File: src/rtl/hazard_pkg.sv
// Shared definitions for the hazard stall unit.
//   - mul_state_e  : multiply timer FSM states
//   - REASON_*     : stall_reason encodings driven on the stall_reason_o port
//   - REG_ADDR_W_DEFAULT, MUL_CNT_W : default register-address width, multiply counter width
package hazard_pkg;

    localparam int unsigned REG_ADDR_W_DEFAULT = 3;
    localparam int unsigned MUL_CNT_W          = 4;

    typedef enum logic {
        StRun,
        StMulBusy
    } mul_state_e;

    localparam logic [2:0] REASON_NONE    = 3'd0;
    localparam logic [2:0] REASON_MEM     = 3'd1;
    localparam logic [2:0] REASON_MUL     = 3'd2;
    localparam logic [2:0] REASON_BRANCH  = 3'd3;
    localparam logic [2:0] REASON_LOADUSE = 3'd4;

endpackage

File: src/rtl/hazard_mul_timer.sv
// Multiply occupancy timer for the EX stage.
// Ports:
//   clk, rst_n     clock, asynchronous active-low reset
//   mul_start_i    EX instruction is a multiply
//   hold_i         freeze the timer (data-memory stall owns this cycle)
//   mul_stall_o    multiply needs the front of the pipeline held this cycle
//   mul_done_o     final occupancy cycle; multiplier may release its result
module hazard_mul_timer
    import hazard_pkg::*;
#(
    parameter int unsigned MUL_LAT = 4
) (
    input  logic clk,
    input  logic rst_n,
    input  logic mul_start_i,
    input  logic hold_i,
    output logic mul_stall_o,
    output logic mul_done_o
);

    localparam logic [MUL_CNT_W-1:0] MulLoad = MUL_CNT_W'(MUL_LAT - 1);

    mul_state_e           state_q;
    logic [MUL_CNT_W-1:0] mul_cnt_q;

    // mul_cnt_q counts the remaining EX cycles, the last of which (cnt==1) is the done cycle.
    always_ff @(posedge clk or negedge rst_n) begin
        if (!rst_n) begin
            state_q   <= StRun;
            mul_cnt_q <= '0;
        end else if (!hold_i) begin
            unique case (state_q)
                StRun: begin
                    if (mul_start_i) begin
                        state_q   <= StMulBusy;
                        mul_cnt_q <= MulLoad;
                    end
                end
                StMulBusy: begin
                    if (mul_cnt_q > MUL_CNT_W'(1)) begin
                        mul_cnt_q <= mul_cnt_q - MUL_CNT_W'(1);
                    end else begin
                        state_q   <= StRun;
                        mul_cnt_q <= '0;
                    end
                end
                default: begin
                    state_q   <= StRun;
                    mul_cnt_q <= '0;
                end
            endcase
        end
    end

    assign mul_stall_o = (state_q == StRun) ? mul_start_i : (mul_cnt_q > MUL_CNT_W'(1));
    assign mul_done_o  = (state_q == StMulBusy) && (mul_cnt_q == MUL_CNT_W'(1));

endmodule

File: src/rtl/hazard_stall_unit.sv
// Pipeline hazard stall/flush controller for a 5-stage pipeline. Covers the hazards operand
// forwarding cannot: data-memory wait, multi-cycle multiply, taken branch and load-use.
// Priority: mem wait > multiply > taken branch > load-use.
// Ports:
//   clk, rst_n                         clock, asynchronous active-low reset
//   id_rs_i, id_rt_i, id_uses_*_i      ID-stage source registers and their use flags
//   ex_rd_i, ex_memread_i, ex_regwrite_i, ex_branch_taken_i, ex_mul_start_i  EX-stage info
//   mem_req_i, mem_ready_i             MEM-stage access request / completion
//   *_write_o                          pipeline register load enables
//   ifid_flush_o, *_bubble_o           NOP insertion controls
//   mul_done_o                         one-cycle multiplier release pulse
//   stall_reason_o                     REASON_* code of the winning hazard
//   perf_stall_cycles_o, perf_flushes_o  saturating counters
// Optional feature: macro HAZARD_PERF_EN builds the performance counters; without it both
// counter ports are tied to zero.
module hazard_stall_unit
    import hazard_pkg::*;
#(
    parameter int unsigned REG_ADDR_W = REG_ADDR_W_DEFAULT,
    parameter int unsigned MUL_LAT    = 4,
    parameter int unsigned PERF_W     = 16
) (
    input  logic                  clk,
    input  logic                  rst_n,
    input  logic [REG_ADDR_W-1:0] id_rs_i,
    input  logic [REG_ADDR_W-1:0] id_rt_i,
    input  logic                  id_uses_rs_i,
    input  logic                  id_uses_rt_i,
    input  logic [REG_ADDR_W-1:0] ex_rd_i,
    input  logic                  ex_memread_i,
    input  logic                  ex_regwrite_i,
    input  logic                  ex_branch_taken_i,
    input  logic                  ex_mul_start_i,
    input  logic                  mem_req_i,
    input  logic                  mem_ready_i,
    output logic                  pc_write_o,
    output logic                  ifid_write_o,
    output logic                  idex_write_o,
    output logic                  exmem_write_o,
    output logic                  ifid_flush_o,
    output logic                  idex_bubble_o,
    output logic                  exmem_bubble_o,
    output logic                  memwb_bubble_o,
    output logic                  mul_done_o,
    output logic [2:0]            stall_reason_o,
    output logic [PERF_W-1:0]     perf_stall_cycles_o,
    output logic [PERF_W-1:0]     perf_flushes_o
);

    logic mem_stall;
    logic mul_stall;
    logic mul_done;
    logic load_use;

    assign mem_stall = mem_req_i && !mem_ready_i;
    assign load_use  = ex_memread_i && ex_regwrite_i &&
                       ((id_uses_rs_i && (id_rs_i == ex_rd_i)) ||
                        (id_uses_rt_i && (id_rt_i == ex_rd_i)));

    // A mem stall freezes EX, so the multiply timer must not advance either.
    hazard_mul_timer #(
        .MUL_LAT (MUL_LAT)
    ) u_mul_timer (
        .clk         (clk),
        .rst_n       (rst_n),
        .mul_start_i (ex_mul_start_i),
        .hold_i      (mem_stall),
        .mul_stall_o (mul_stall),
        .mul_done_o  (mul_done)
    );

    always_comb begin
        pc_write_o     = 1'b0;
        ifid_write_o   = 1'b0;
        idex_write_o   = 1'b0;
        exmem_write_o  = 1'b0;
        ifid_flush_o   = 1'b0;
        idex_bubble_o  = 1'b0;
        exmem_bubble_o = 1'b0;
        memwb_bubble_o = 1'b0;
        mul_done_o     = 1'b0;
        stall_reason_o = REASON_NONE;
        if (rst_n) begin
            pc_write_o    = 1'b1;
            ifid_write_o  = 1'b1;
            idex_write_o  = 1'b1;
            exmem_write_o = 1'b1;
            if (mem_stall) begin
                pc_write_o     = 1'b0;
                ifid_write_o   = 1'b0;
                idex_write_o   = 1'b0;
                exmem_write_o  = 1'b0;
                memwb_bubble_o = 1'b1;
                stall_reason_o = REASON_MEM;
            end else if (mul_stall) begin
                pc_write_o     = 1'b0;
                ifid_write_o   = 1'b0;
                idex_write_o   = 1'b0;
                exmem_bubble_o = 1'b1;
                stall_reason_o = REASON_MUL;
            end else if (mul_done) begin
                // Busy state with no stall and no done is impossible, so the branch and
                // load-use arms below are only reachable in RUN.
                mul_done_o = 1'b1;
            end else if (ex_branch_taken_i) begin
                // Wins over load-use: the dependent instruction is on the wrong path.
                ifid_flush_o   = 1'b1;
                idex_bubble_o  = 1'b1;
                stall_reason_o = REASON_BRANCH;
            end else if (load_use) begin
                pc_write_o     = 1'b0;
                ifid_write_o   = 1'b0;
                idex_bubble_o  = 1'b1;
                stall_reason_o = REASON_LOADUSE;
            end
        end
    end

`ifdef HAZARD_PERF_EN
    localparam logic [PERF_W-1:0] PerfOne = PERF_W'(1);

    logic [PERF_W-1:0] perf_stall_q;
    logic [PERF_W-1:0] perf_flush_q;

    always_ff @(posedge clk or negedge rst_n) begin
        if (!rst_n) begin
            perf_stall_q <= '0;
            perf_flush_q <= '0;
        end else begin
            if (!pc_write_o && (perf_stall_q != '1)) begin
                perf_stall_q <= perf_stall_q + PerfOne;
            end
            if ((stall_reason_o == REASON_BRANCH) && (perf_flush_q != '1)) begin
                perf_flush_q <= perf_flush_q + PerfOne;
            end
        end
    end

    assign perf_stall_cycles_o = perf_stall_q;
    assign perf_flushes_o      = perf_flush_q;
`else
    assign perf_stall_cycles_o = '0;
    assign perf_flushes_o      = '0;
`endif

    // A multiply in EX cannot also be a load or a taken branch.
    illegal_mul_combo: assert property (@(posedge clk) disable iff (!rst_n)
        !(ex_mul_start_i && (ex_branch_taken_i || ex_memread_i)));

endmodule

File: config.mk
export PLATFORM = sky130hd
export DESIGN_NAME = hazard_stall_unit
export DESIGN_NICKNAME = d
export VERILOG_FILES = /design/src/rtl/hazard_pkg.sv /design/src/rtl/hazard_mul_timer.sv /design/src/rtl/hazard_stall_unit.sv
export SDC_FILE = /design/constraint.sdc
export NUM_CORES = 1
export LEC_CHECK = 0
export CAP_MARGIN = 20
export CORE_ASPECT_RATIO = 1.5
export CORE_MARGIN = 5
export CORE_UTILIZATION = 35
export CTS_CLUSTER_DIAMETER = 30
export DETAILED_ROUTE_END_ITERATION = 10
export PLACE_DENSITY = 0.85
export SLEW_MARGIN = 10
export SYNTH_ARGS = -nofsm -noshare
export SYNTH_HDL_FRONTEND = slang
export SYNTH_SLANG_ARGS = --single-unit
export TNS_END_PERCENT = 30
File: constraint.sdc
create_clock -name clk -period 2.5 [get_ports clk]
set_input_delay 0.25 -clock clk [delete_from_list [all_inputs] [get_ports clk]]
set_output_delay 0.25 -clock clk [all_outputs]
set_load 0.1 [all_outputs]
Word-level counts from Yosys, hierarchy flattened. Index checks and enable logic that the tools add are counted.

Register bits: 5. Input port bits: 19. Output and inout bits: 44. Logic and storage cells: 63.

Add/sub/neg operators: 1. $lt $le $gt $ge: 1. Equality and inequality tests: 4. Mux-type cells: 44. Bitwise gates (word level): 2. Reduce and logical (&&, ||, !) cells: 9.

Operators by type and width (number): two-way mux 1 bit (34); two-way mux 3 bit (6); two-way mux 4 bit (2); case mux 4 bit (2 select lines) (1); == test 3 bit (2); logical AND 1 bit (6); == test 4 x 1 -> 1 bit, second input constant (1); > comparator 4 x 1 -> 1 bit, second input constant (1); subtractor 4 x 1 -> 4 bit, second input constant (1); != test 2 bit, second input constant (1); NOT 1 bit (2); case mux 1 bit (2 select lines) (1); AND reduction 2 bit (1); logical NOT 1 bit (1); logical OR 1 bit (1).

Longest topological paths before layout.
Word-level depth: 10. Depth in mapped cells: 7. Gate-level depth less buffers: 7.

Modules after synthesis. Synthesis repeated with hierarchy kept, for this count alone.

Cells, all modules: 99. Area, all modules: 783.3 µm².

By module, submodules not included: hazard_stall_unit (instances 1, cells an instance 63, area an instance 454.2 µm², sequential area each 0.0 µm²); hazard_mul_timer (instances 1, cells an instance 36, area an instance 329.1 µm², sequential area each 125.1 µm²).

Worst setup path before layout. Ideal clock, no wire load.

Path type: register to output. Start point: register u_mul_timer.mul_cnt_q[0]. End point: output pc_write_o. Arrival: 2.877 ns. Setup slack: -0.627 ns. Stages on the path, launching flop included: 8. Path buffers: 1. Cells stage by stage: dfrtp_1 > inv_1 > ha_1 > nor2_1 > o31ai_4 > nand3_2 > nor2_1 > buf_4.

Cells in the longest elaborated chain, start to end: 6.

Ends and longest elaborated chain: start: declaration (line hazard_mul_timer.sv:24) `logic [MUL_CNT_W-1:0] mul_cnt_q;`; start signal: assignment (line hazard_mul_timer.sv:36) `mul_cnt_q <= MulLoad;`; start signal: assignment (line hazard_mul_timer.sv:41) `mul_cnt_q <= mul_cnt_q - MUL_CNT_W'(1);`; parallel branches: the longest is 3 deep, another holds > comparator 4 x 1 -> 1 bit; two-way mux 1 bit (*) (3 in a row); end: declaration (line hazard_stall_unit.sv:36) `output logic pc_write_o,`.

Mark *: on every way between the ends.

Final worst setup path.
Start point: register u_mul_timer.mul_cnt_q[0]. End point: output idex_bubble_o.

Cells in the longest elaborated chain, start to end: 6.

Ends and longest elaborated chain: parallel branches: the longest is 3 deep, another holds > comparator 4 x 1 -> 1 bit; two-way mux 1 bit (*) (line hazard_stall_unit.sv:95) `end else if (mul_stall) begin`; two-way mux 1 bit (*) (line hazard_stall_unit.sv:88) `if (mem_stall) begin`; two-way mux 1 bit (*) (line hazard_stall_unit.sv:83) `if (rst_n) begin`; end: declaration (line hazard_stall_unit.sv:41) `output logic idex_bubble_o,`.

Marked as above.

==> results <==
==> critical path: cells and delay by family (launching register included) <==
family	cells	cell delay (ns)
AND/OR/NAND/NOR	2	0.26
flip-flops	1	0.42
AO/OA/AOI/OAI	2	0.46
adder cells (fa/ha/maj)	1	0.22
buffers and inverters	3	0.40
==> placed cells by master (no fill, tap or decap), types with 2 or more instances in the layout <==
master / Yosys / routed
conb_1: 1 / 32
clkdlybuf4s50_1: 0 / 18
buf_12: 0 / 12
nand2_1: 7 / 7
xnor2_1: 6 / 6
inv_1: 5 / 5
nor2_1: 6 / 5
o21ai_0: 5 / 5
dfrtp_1: 5 / 5
and2_1: 3 / 3
nand4_1: 3 / 3
a21oi_1: 4 / 3
clkbuf_4: 0 / 3
or2_2: 2 / 2
a21oi_2: 1 / 2
nor3_1: 2 / 2
ha_1: 2 / 2
==> per-stage QoR <==
stage | area, µm² | power (W)
5_1_grt | 1130 | 0.00142
6_report | 1130 | 0.00134
3_5_place_dp | 1100 | 0.00125
3_3_place_gp | 1100 | 0.00122
4_1_cts | 1130 | 0.00135
2_1_floorplan | 900 | 0.00101
==> final timing paths <==
path                       slack [ns]                      from  depth (start not counted)                       end
hold reg to reg                  0.59  u_mul_timer.mul_cnt_q[3]                          1  u_mul_timer.mul_cnt_q[3]
min in group clk                 0.59  u_mul_timer.mul_cnt_q[3]                          1  u_mul_timer.mul_cnt_q[3]
hold / removal                   0.28                     rst_n                          1  u_mul_timer.mul_cnt_q[2]
setup / recovery                 0.25  u_mul_timer.mul_cnt_q[0]                          8             idex_bubble_o
setup reg to reg                 1.03  u_mul_timer.mul_cnt_q[0]                          6  u_mul_timer.mul_cnt_q[0]
max in group asynchronous        1.96                     rst_n                          1       u_mul_timer.state_q
==> report_power, final <==
part	internal, W	switching (W)	leakage, nW
Combinational	0.000332	0.000729	0.447
Clock	0.0000607	0.0000385	0.0150
Sequential	0.000122	0.0000616	0.0607
Total	0.000515	0.000830	0.523
==> cell families (layout without fill, tap and decap cells) <==
group | after synthesis | in the layout | share of synthesized area [%]
buffers and inverters | 40 | 41 | 35.9
and+or+nand+nor | 30 | 30 | 21.9
AOI/OAI and AO/OA | 16 | 16 | 15.6
xor gates and xnor gates | 6 | 6 | 6.76
DFF | 5 | 5 | 16.1
adders and majority gates | 2 | 2 | 3.22
other | 1 | 32 | 0.483
==> state kept, by name, indices dropped and copies added (netlist names) <==
signal                 cells
u_mul_timer.mul_cnt_q      4
u_mul_timer.state_q        1
==> per-layer routing <==
| layer | vias up | wire length (µm) | global-route usage [%] | part of all wire (%) |
|---|---|---|---|---|
| met5 | - | 0 | 0 | 0 |
| met4 | 0 | 46 | 9.09 | 2.3 |
| met3 | 4 | 190 | 4.64 | 9.6 |
| met2 | 41 | 1030 | 20.6 | 52 |
| met1 | 316 | 706 | 12.4 | 36 |
| li1 | 330 | - | - | - |
==> final cells by class <==
type | instances | area share, %
multi-input combinational | 86 | 44.0
timing repair buffer | 30 | 37.3
inverter | 7 | 2.77
clock buffer | 4 | 2.33
tap | 23 | 2.55
sequential | 5 | 11.1
==> results.yml <==
run_status:
  status: "finished, final reports clean"
placed_design:
  place.detailed.hpwl_mm: 1.72
  dp_cells: 151
  gp_congestion: 0.759
  post-place-ws_ns: 0.508
  io_buffers: 30
global_route:
  grt_overflow_total: 0
  grt_pass1_vias: 705
  grt_usage_pct: 12.3
  grt_pass1_wl_mm: 3.15
  antenna_found_initial: 0
  grt_max_degree: 10
power:
  power_density_nw_per_um2: 1190
  ir_worst_vdd_mv: 0.522
  power.static_leakage_nw: 0.523
clock_network:
  holdBufCountCts: 0
  cts_buffers: 3
  cts.reportedPaths.clkPinSlew_ns: 0.05
  cts_root_buf: "clkbuf_4"
  clockBufferDepth: 2
  cts_setup_buffers: 0
  ctsResizeCount: 0
  insertion_delay_ns: 0.25
  cts_tree: "done"
  cts_max_level: 1
  numClockSinks: 5
finish:
  n_antenna_cell: 0
  final_util_pct: 51.7
  seqCellArea_um2: 125
  drive_above_1_share_pct: 20.5
  multi_input_area_um2: 495
  final_nets: 154
  fillers: 195
  final_cell_count_no_fill: 155
  syn_to_final_growth_pct: 45.1
sta:
  min_period_ns: 2.25
  hold_violations: 0
  fmax_ghz: 0.444
  setup_slack_ns: 0.248
  timing.hold.ws_ns: 0.278
  rsz0062_at_grt: "no"
  fin_skew_ns: 0.000405
  fin_setup_tns_ns: 0
  post-route-period-util_pct: 90.1
  finalMaxSlewViolations: 0
  finalSetupViolations: 0
synth:
  synthCells: 100
  ys_ff_latch: 5
  yosysSeqAreaShare_pct: 16.1
  avgSynthCellArea_um2: 7.77
  synthTopCellsByArea: "buf_4 (32%), dfrtp_1 (16%), xnor2_1 (6.8%), nand2_1 (3.4%), ha_1 (3.2%)"
  synth_area_um2: 777
  yosysTopAreaCellShare_pct: 31.9
  synth_flop_cell: "dfrtp_1"
  synthTopCellsByCount: "buf_4 (33), nand2_1 (7), nor2_1 (6), xnor2_1 (6)"
  yosysTopAreaCell: "buf_4"
  synth_cell_types: 30
  async_flop_share_pct: 100
  synth_edf_count: 0
  yosysWarnings: 0
  yosys.cell_count.top_type: "buf_4"
floorplan:
  die_area_um2: 3280
  die_h_um: 67.7
  core_um2: 2180
  io_pins: 63
  initial_utilization_pct: 35.6
  row_count: 21
  die_w_um: 48.5
worst_setup_path:
  cp-start-kind: "flop"
  required_ns: 2.25
  critPathKind: "reg2out"
  critPathMaxStageDelay_ns: 0.42
  arrival_ns: 2.00
  critPathMaxFanout: 5
  crit_path_end_kind: "output port"
  cp_cell_sequence: "inv_1, ha_1, nor2_1, o31ai_4, nand3_2, inv_2, o211a_1, buf_12"
  crit_path_top_delay_cell: "dfrtp_1"
route:
  wl_mm: 1.98
  drc: 0
  vias: 691
  ant_nets: 0
  wl_per_cell_um: 12.8
  drtIter0Drc: 19
  viasPerCell: 4.46
  dr.pass1.iters: 4
min_path:
  min_path_type: "in2async"
flow_run:
  cap_viol_max_count: 0
Note: power is estimated with default switching activity, not from simulation.
